--- config.mk ---
export PLATFORM = sky130hd
export DESIGN_NAME = music_sequencer
export DESIGN_NICKNAME = d
export VERILOG_FILES = /design/src/rtl/music_pkg.sv /design/src/rtl/music_score_rom.sv /design/src/rtl/music_sequencer.sv
export SDC_FILE = /design/constraint.sdc
export NUM_CORES = 1
export LEC_CHECK = 0
export CAP_MARGIN = 40
export CORE_UTILIZATION = 40
export DETAILED_ROUTE_END_ITERATION = 12
export GPL_TIMING_DRIVEN = 0
export PLACE_DENSITY = 0.64
export SLEW_MARGIN = 25
export SYNTH_ARGS = -nofsm -noshare
export SYNTH_HDL_FRONTEND = slang
export SYNTH_HIERARCHICAL = 1
export SYNTH_SLANG_ARGS = --single-unit
--- constraint.sdc ---
create_clock -name clk -period 9.6 [get_ports clk]
set_input_delay 1.92 -clock clk [delete_from_list [all_inputs] [get_ports clk]]
set_output_delay 1.92 -clock clk [all_outputs]
set_load 0.02 [all_outputs]
--- src/rtl/music_pkg.sv ---
`default_nettype none
// ============================================================================
// Module   : music_pkg
// Brief    : Shared note codes, sequencer state encoding and note-to-divider
//            conversion for the music player.
// Revision : 1.0 - initial release
// ============================================================================
package music_pkg;

    localparam int c_song_len_default = 64;

    localparam logic [3:0] c_note_rest = 4'd0;
    localparam logic [3:0] c_note_c4   = 4'd1;
    localparam logic [3:0] c_note_d4   = 4'd2;
    localparam logic [3:0] c_note_e4   = 4'd3;
    localparam logic [3:0] c_note_f4   = 4'd4;
    localparam logic [3:0] c_note_g4   = 4'd5;
    localparam logic [3:0] c_note_a4   = 4'd6;
    localparam logic [3:0] c_note_b4   = 4'd7;
    localparam logic [3:0] c_note_c5   = 4'd8;
    localparam logic [3:0] c_note_d5   = 4'd9;
    localparam logic [3:0] c_note_e5   = 4'd10;
    localparam logic [3:0] c_note_f5   = 4'd11;
    localparam logic [3:0] c_note_g5   = 4'd12;

    typedef enum logic [1:0] {
        ST_IDLE  = 2'd0,
        ST_PLAY  = 2'd1,
        ST_PAUSE = 2'd2,
        ST_DONE  = 2'd3
    } state_t;

    // Frequencies held in centi-Hz so the rounded divide stays in integers.
    function automatic logic [63:0] note_to_div(input logic [3:0] code,
                                                input logic [63:0] clk_freq);
        logic [63:0] f_chz;
        case (code)
            c_note_c4: f_chz = 64'd26163;
            c_note_d4: f_chz = 64'd29366;
            c_note_e4: f_chz = 64'd32963;
            c_note_f4: f_chz = 64'd34923;
            c_note_g4: f_chz = 64'd39200;
            c_note_a4: f_chz = 64'd44000;
            c_note_b4: f_chz = 64'd49388;
            c_note_c5: f_chz = 64'd52325;
            c_note_d5: f_chz = 64'd58733;
            c_note_e5: f_chz = 64'd65926;
            c_note_f5: f_chz = 64'd69846;
            c_note_g5: f_chz = 64'd78399;
            default:   f_chz = 64'd0;
        endcase
        if (f_chz == 64'd0) begin
            return 64'd0;
        end
        return (clk_freq * 64'd100 + f_chz) / (64'd2 * f_chz);
    endfunction

endpackage
`default_nettype wire

--- src/rtl/music_score_rom.sv ---
`default_nettype none
// ============================================================================
// Module   : music_score_rom
// Brief    : Combinational score ROM; each song is a 16-note phrase repeated
//            across the song length.
// Revision : 1.0 - initial release
// ============================================================================
module music_score_rom
    import music_pkg::*;
(
    input  logic       sel,
    input  logic [3:0] idx,
    output logic [3:0] note_code
);

    always_comb begin
        note_code = c_note_rest;
        case ({sel, idx})
            5'h00: note_code = c_note_a4;
            5'h01: note_code = c_note_c5;
            5'h02: note_code = c_note_e5;
            5'h03: note_code = c_note_c5;
            5'h04: note_code = c_note_a4;
            5'h05: note_code = c_note_g4;
            5'h06: note_code = c_note_rest;
            5'h07: note_code = c_note_a4;
            5'h08: note_code = c_note_c5;
            5'h09: note_code = c_note_e5;
            5'h0A: note_code = c_note_g5;
            5'h0B: note_code = c_note_e5;
            5'h0C: note_code = c_note_c5;
            5'h0D: note_code = c_note_a4;
            5'h0E: note_code = c_note_g4;
            5'h0F: note_code = 4'd15;
            5'h10: note_code = c_note_c4;
            5'h11: note_code = c_note_e4;
            5'h12: note_code = c_note_g4;
            5'h13: note_code = c_note_c5;
            5'h14: note_code = c_note_g4;
            5'h15: note_code = c_note_e4;
            5'h16: note_code = c_note_c4;
            5'h17: note_code = c_note_rest;
            5'h18: note_code = c_note_d4;
            5'h19: note_code = c_note_f4;
            5'h1A: note_code = c_note_a4;
            5'h1B: note_code = c_note_d5;
            5'h1C: note_code = c_note_f5;
            5'h1D: note_code = c_note_d5;
            5'h1E: note_code = c_note_b4;
            5'h1F: note_code = 4'd13;
            default: note_code = c_note_rest;
        endcase
    end

endmodule
`default_nettype wire

--- src/rtl/music_sequencer.sv ---
`default_nettype none
// ============================================================================
// Module   : music_sequencer
// Brief    : Steps through the score one note per beat and emits the tone
//            divider, with play/pause/resume/stop, song select and looping.
// Revision : 1.0 - initial release
// ============================================================================
module music_sequencer
    import music_pkg::*;
#(
    parameter int CLK_FREQ = 100_000_000,
    parameter int SONG_LEN = c_song_len_default,
    parameter int IDX_W    = 6,
    parameter int DIV_W    = 22,
    parameter int SEL_W    = 1
) (
    input  logic             clk,
    input  logic             rst_n,
    input  logic             beat_clk,
    input  logic             play,
    input  logic             stop,
    input  logic             loop_en,
    input  logic [SEL_W-1:0] song_sel,
    output logic [DIV_W-1:0] note_div,
    output logic [IDX_W-1:0] note_idx,
    output logic             playing,
    output logic             done
);

    localparam logic [IDX_W-1:0] c_last_idx = IDX_W'(SONG_LEN - 1);

    logic             r_beat_q1;
    logic             r_beat_q2;
    logic             r_beat_q3;
    logic             w_beat_tick;

    state_t           r_state;
    state_t           w_state_next;
    logic [IDX_W-1:0] r_idx;
    logic [IDX_W-1:0] w_idx_next;
    logic [SEL_W-1:0] r_sel;
    logic [SEL_W-1:0] w_sel_next;
    logic [3:0]       w_note_code;
    logic [DIV_W-1:0] w_div_next;
    logic [DIV_W-1:0] r_note_div;
    logic             r_playing;
    logic             r_done;
    logic [DIV_W-1:0] w_lut [16];

    // Divider table folded to constants at elaboration.
    for (genvar gi = 0; gi < 16; gi++) begin : g_lut
        localparam logic [63:0] c_div = note_to_div(4'(gi), 64'(CLK_FREQ));
        assign w_lut[gi] = c_div[DIV_W-1:0];
    end

    always_ff @(posedge clk or negedge rst_n) begin
        if (!rst_n) begin
            r_beat_q1 <= 1'b0;
            r_beat_q2 <= 1'b0;
            r_beat_q3 <= 1'b0;
        end else begin
            r_beat_q1 <= beat_clk;
            r_beat_q2 <= r_beat_q1;
            r_beat_q3 <= r_beat_q2;
        end
    end

    assign w_beat_tick = r_beat_q2 & ~r_beat_q3;

    // Priority stop > play > beat; lower-priority events in the same cycle are dropped.
    always_comb begin
        w_state_next = r_state;
        w_idx_next   = r_idx;
        w_sel_next   = r_sel;
        case (r_state)
            ST_IDLE: begin
                if (play) begin
                    w_state_next = ST_PLAY;
                    w_sel_next   = song_sel;
                    w_idx_next   = '0;
                end
            end
            ST_PLAY: begin
                if (stop) begin
                    w_state_next = ST_IDLE;
                    w_idx_next   = '0;
                end else if (play) begin
                    w_state_next = ST_PAUSE;
                end else if (w_beat_tick) begin
                    if (r_idx == c_last_idx) begin
                        if (loop_en) begin
                            w_idx_next = '0;
                        end else begin
                            w_state_next = ST_DONE;
                        end
                    end else begin
                        w_idx_next = r_idx + 1'b1;
                    end
                end
            end
            ST_PAUSE: begin
                if (stop) begin
                    w_state_next = ST_IDLE;
                    w_idx_next   = '0;
                end else if (play) begin
                    w_state_next = ST_PLAY;
                end
            end
            ST_DONE: begin
                if (stop) begin
                    w_state_next = ST_IDLE;
                    w_idx_next   = '0;
                end else if (play) begin
                    w_state_next = ST_PLAY;
                    w_sel_next   = song_sel;
                    w_idx_next   = '0;
                end
            end
            default: begin
                w_state_next = ST_IDLE;
                w_idx_next   = '0;
            end
        endcase
    end

    // The ROM looks ahead at the next position so the divider lands with the state.
    music_score_rom u_rom (
        .sel       (w_sel_next[0]),
        .idx       (w_idx_next[3:0]),
        .note_code (w_note_code)
    );

    assign w_div_next = (w_state_next == ST_PLAY) ? w_lut[w_note_code] : '0;

    always_ff @(posedge clk or negedge rst_n) begin
        if (!rst_n) begin
            r_state    <= ST_IDLE;
            r_idx      <= '0;
            r_sel      <= '0;
            r_note_div <= '0;
            r_playing  <= 1'b0;
            r_done     <= 1'b0;
        end else begin
            r_state    <= w_state_next;
            r_idx      <= w_idx_next;
            r_sel      <= w_sel_next;
            r_note_div <= w_div_next;
            r_playing  <= (w_state_next == ST_PLAY);
            r_done     <= (w_state_next == ST_DONE);
        end
    end

    assign note_div = r_note_div;
    assign note_idx = r_idx;
    assign playing  = r_playing;
    assign done     = r_done;

endmodule
`default_nettype wire
==> summary.txt <==
Critical path
  • Worst Path Required: 9.76 ns
  • CP Cell Sequence: clkdlybuf4s50_1 > nor3b_2 > nand2_1 > a31oi_1 > nor2_1 > a221oi_2 > ha_1 > nor2_1 > a211o_1 > a21oi_1 > inv_1 > ha_1 > nand2_1 > o21ai_0 > a221oi_1 > nor2_1
  • Setup CP Type: input port to register
  • CP Launch Type: input port
  • Family with the most delay on the worst path: compound AO/OA/AOI/OAI gates
  • CP max FO: 9
  • Worst setup EP type: register
  • Arrival @ worst endpoint: 6.44 ns
  • Crit-path most repeated cell: nor2_1
  • Max incr delay on CP: 0.61 ns
  • Worst Path Buf+Inv: 2
  • Slowest CP cell: a21oi_1

Synth
  • Top cell type's share of synthesized area: 38.9%
  • Area of the mapped netlist: 2060 um2
  • Mux contribution to synthesized area: 3.52%
  • Yosys cell types: 45
  • Synth Flop Type: dfrtp_1
  • Synth area leaders: dfrtp_1 39%, ha_1 10%, nor2_1 6.4%
  • Simple-Gate Fraction of Synth Area: 18.7%
  • Synth area leader: dfrtp_1
  • Combinational family with the most area after synthesis: compound AO/OA/AOI/OAI gates
  • Avg Cell Area, Syn: 8.88 um2
  • EDFF count, synth: 0
  • Post-Synth XOR/XNOR Area: 0.425%
  • Sequential share of the synthesized area: 38.9%
  • Post-synthesis compound-gate area fraction: 20.9%
  • Ys Warns: 6
  • Post-Synth Adder-Cell Area: 10.3%
  • Cell count after synthesis: 232
  • Asr flop ratio synth: 100%
  • Flops & latches, synth: 32

Hold path
  • Worst hold path class: register to register

Clock tree
  • CTS buffer count: 5
  • H-tree depth: 2
  • PostCTS Resize Cnt: 0
  • Root Driver: clkbuf_8
  • Clk sink count: 32
  • Clock transition at the registers of the reported paths: 0.06 ns
  • Worst skew pair latency: 0.28 ns
  • Post-CTS Setup Bufs: 0
  • CTS max path bufs: 2
  • Post-CTS Hold Buffers: 0
  • CTS tree: built

Placed design
  • Dpl hpwl: 3.19 mm
  • Gpl congestion: 0.873
  • Placed cell areas: 2490 um2
  • Port buffer count: 32

STA
  • Hold_ws: 0.350 ns
  • RSZ-0062 raised after global routing: false
  • Peak Freq: 159 MHz
  • Worst-margin pin slew: 0.824 ns
  • Minimum clock period: 6.28 ns
  • Slew HR: 44.6%
  • Setup TNS: 0 ns
  • Clock skew: 0.00646 ns
  • Final Hold Viols: 0
  • # setup viols final: 0
  • Final period util: 65.4%
  • Final Max Slew Viols: 0

Routing
  • Via count: 1753
  • Routed len/inst: 12.6 um
  • DRT Pass-1 Iters: 4
  • Final ANT Viol Nets: 0
  • Total routed wirelength: 4.33 mm
  • DRC: 0
  • DR iter-0 viols: 87
  • Vias per std cell: 5.11

Floorplan
  • Std cell rows: 25
  • Starting Density: 42.5%
  • Core Box Area: 4850 um2
  • Die height: 73.8 um
  • Die ar.: 5440 um2
  • I/O Pins: 37
  • Chip width: 73.8 um

Finish
  • Synth-to-Final Area Change: 26.3%
  • Final core occ: 53.7%
  • Most frequent cells in the layout: 35 x nor2_1, 32 x dfrtp_1, 31 x clkdlybuf4s50_1
  • Design area: 2600 um2
  • Nets@finish: 299
  • Commonest non-fill, non-tap cell in the layout: nor2_1
  • Share of layout cells above drive strength 1: 11.2%
  • Number of diodes: 0

Power
  • Power Density: 278 nW/um2
  • Maximum VDD drop: 102 uV
  • Leakage: 1.15 nW

Flow run
  • Maximum Capacitance Violations: 0

GRT
  • Total GRT Usage: 18.0%
  • Largest net degree at the start of global routing: 31
  • Vias in the first global route: 1581
  • GRT overflow: 0
  • Antenna violations before repair: 0
  • First-pass GRT wire length: 7.42 mm

Run status
  • Status: finished, final reports clean
==> synthesized netlist by cell type (all sizes together), types with 3 or more instances <==
cell type	count
nor2	35
dfrtp	32
a21oi	22
ha	17
inv	17
o21ai	17
nand2	14
buf	10
nor3	9
a211oi	5
mux2i	5
nand2b	5
nand3	4
a31oi	3
clkbuf	3
o22a	3
==> metrics by stage <==
stage	instances	setup WS, ns	power (mW)
floorplan	235	4.36	0.478
global placement	334	3.15	0.594
detailed placement	335	3.13	0.598
CTS	343	3.40	0.729
global route	343	2.98	0.788
finish	343	3.32	0.724
==> area by class of cell <==
class | count | area, um2
buffer | 13 | 81.3
clock buffer | 5 | 68.8
clock inverter | 3 | 42.5
fill | 492 | 2250
inverter | 17 | 63.8
multi-input combinational | 173 | 1120
sequential | 32 | 801
tap | 67 | 83.8
timing repair buffer | 33 | 335
==> flip-flops by register name (all words and copies together), names as in the netlist <==
signal / count
note_div: 18
note_idx: 6
r_state: 2
r_beat_q1: 1
r_sel: 1
done: 1
playing: 1
r_beat_q2: 1
r_beat_q3: 1
==> final timing paths <==
path,from,to,slack [ns],cells past startpoint
worst min register to register,r_beat_q1,r_beat_q2,0.35,0
max in group asynchronous,rst_n,note_div[5],7.80,2
worst max register to register,r_state[0],note_div[13],4.73,17
worst max-delay path,stop,note_div[13],3.32,16
worst min-delay path,r_beat_q1,r_beat_q2,0.35,0
min in group asynchronous,rst_n,note_idx[5],1.44,1
==> power breakdown <==
part | total (mW) | leakage, nW | switching (mW) | internal [mW]
Clock | 0.126 | 0.0541 | 0.0495 | 0.0767
Sequential | 0.184 | 0.423 | 0.0128 | 0.172
Combinational | 0.414 | 0.678 | 0.243 | 0.171
==> kinds of logic (layout without fill, tap and decap cells) <==
logic type / after synthesis / after routing
adder cells (fa/ha/maj): 17 / 17
multiplexers: 6 / 6
AO/OA/AOI/OAI: 65 / 65
other: 1 / 4
XOR/XNOR: 1 / 1
AND/OR/NAND/NOR: 80 / 80
flip-flops: 32 / 32
buffers and inverters: 30 / 71
==> routing by layer <==
| layer | up-vias | part of all wire (%) | track usage [%] |
|---|---|---|---|
| li1 | 882 | - | - |
| met1 | 821 | 52 | 25.9 |
| met2 | 43 | 42 | 25.9 |
| met3 | 7 | 4.5 | 4.80 |
| met4 | 0 | 1.6 | 5.98 |
| met5 | - | 0 | 0 |
Power figures use the tool's default switching activity.
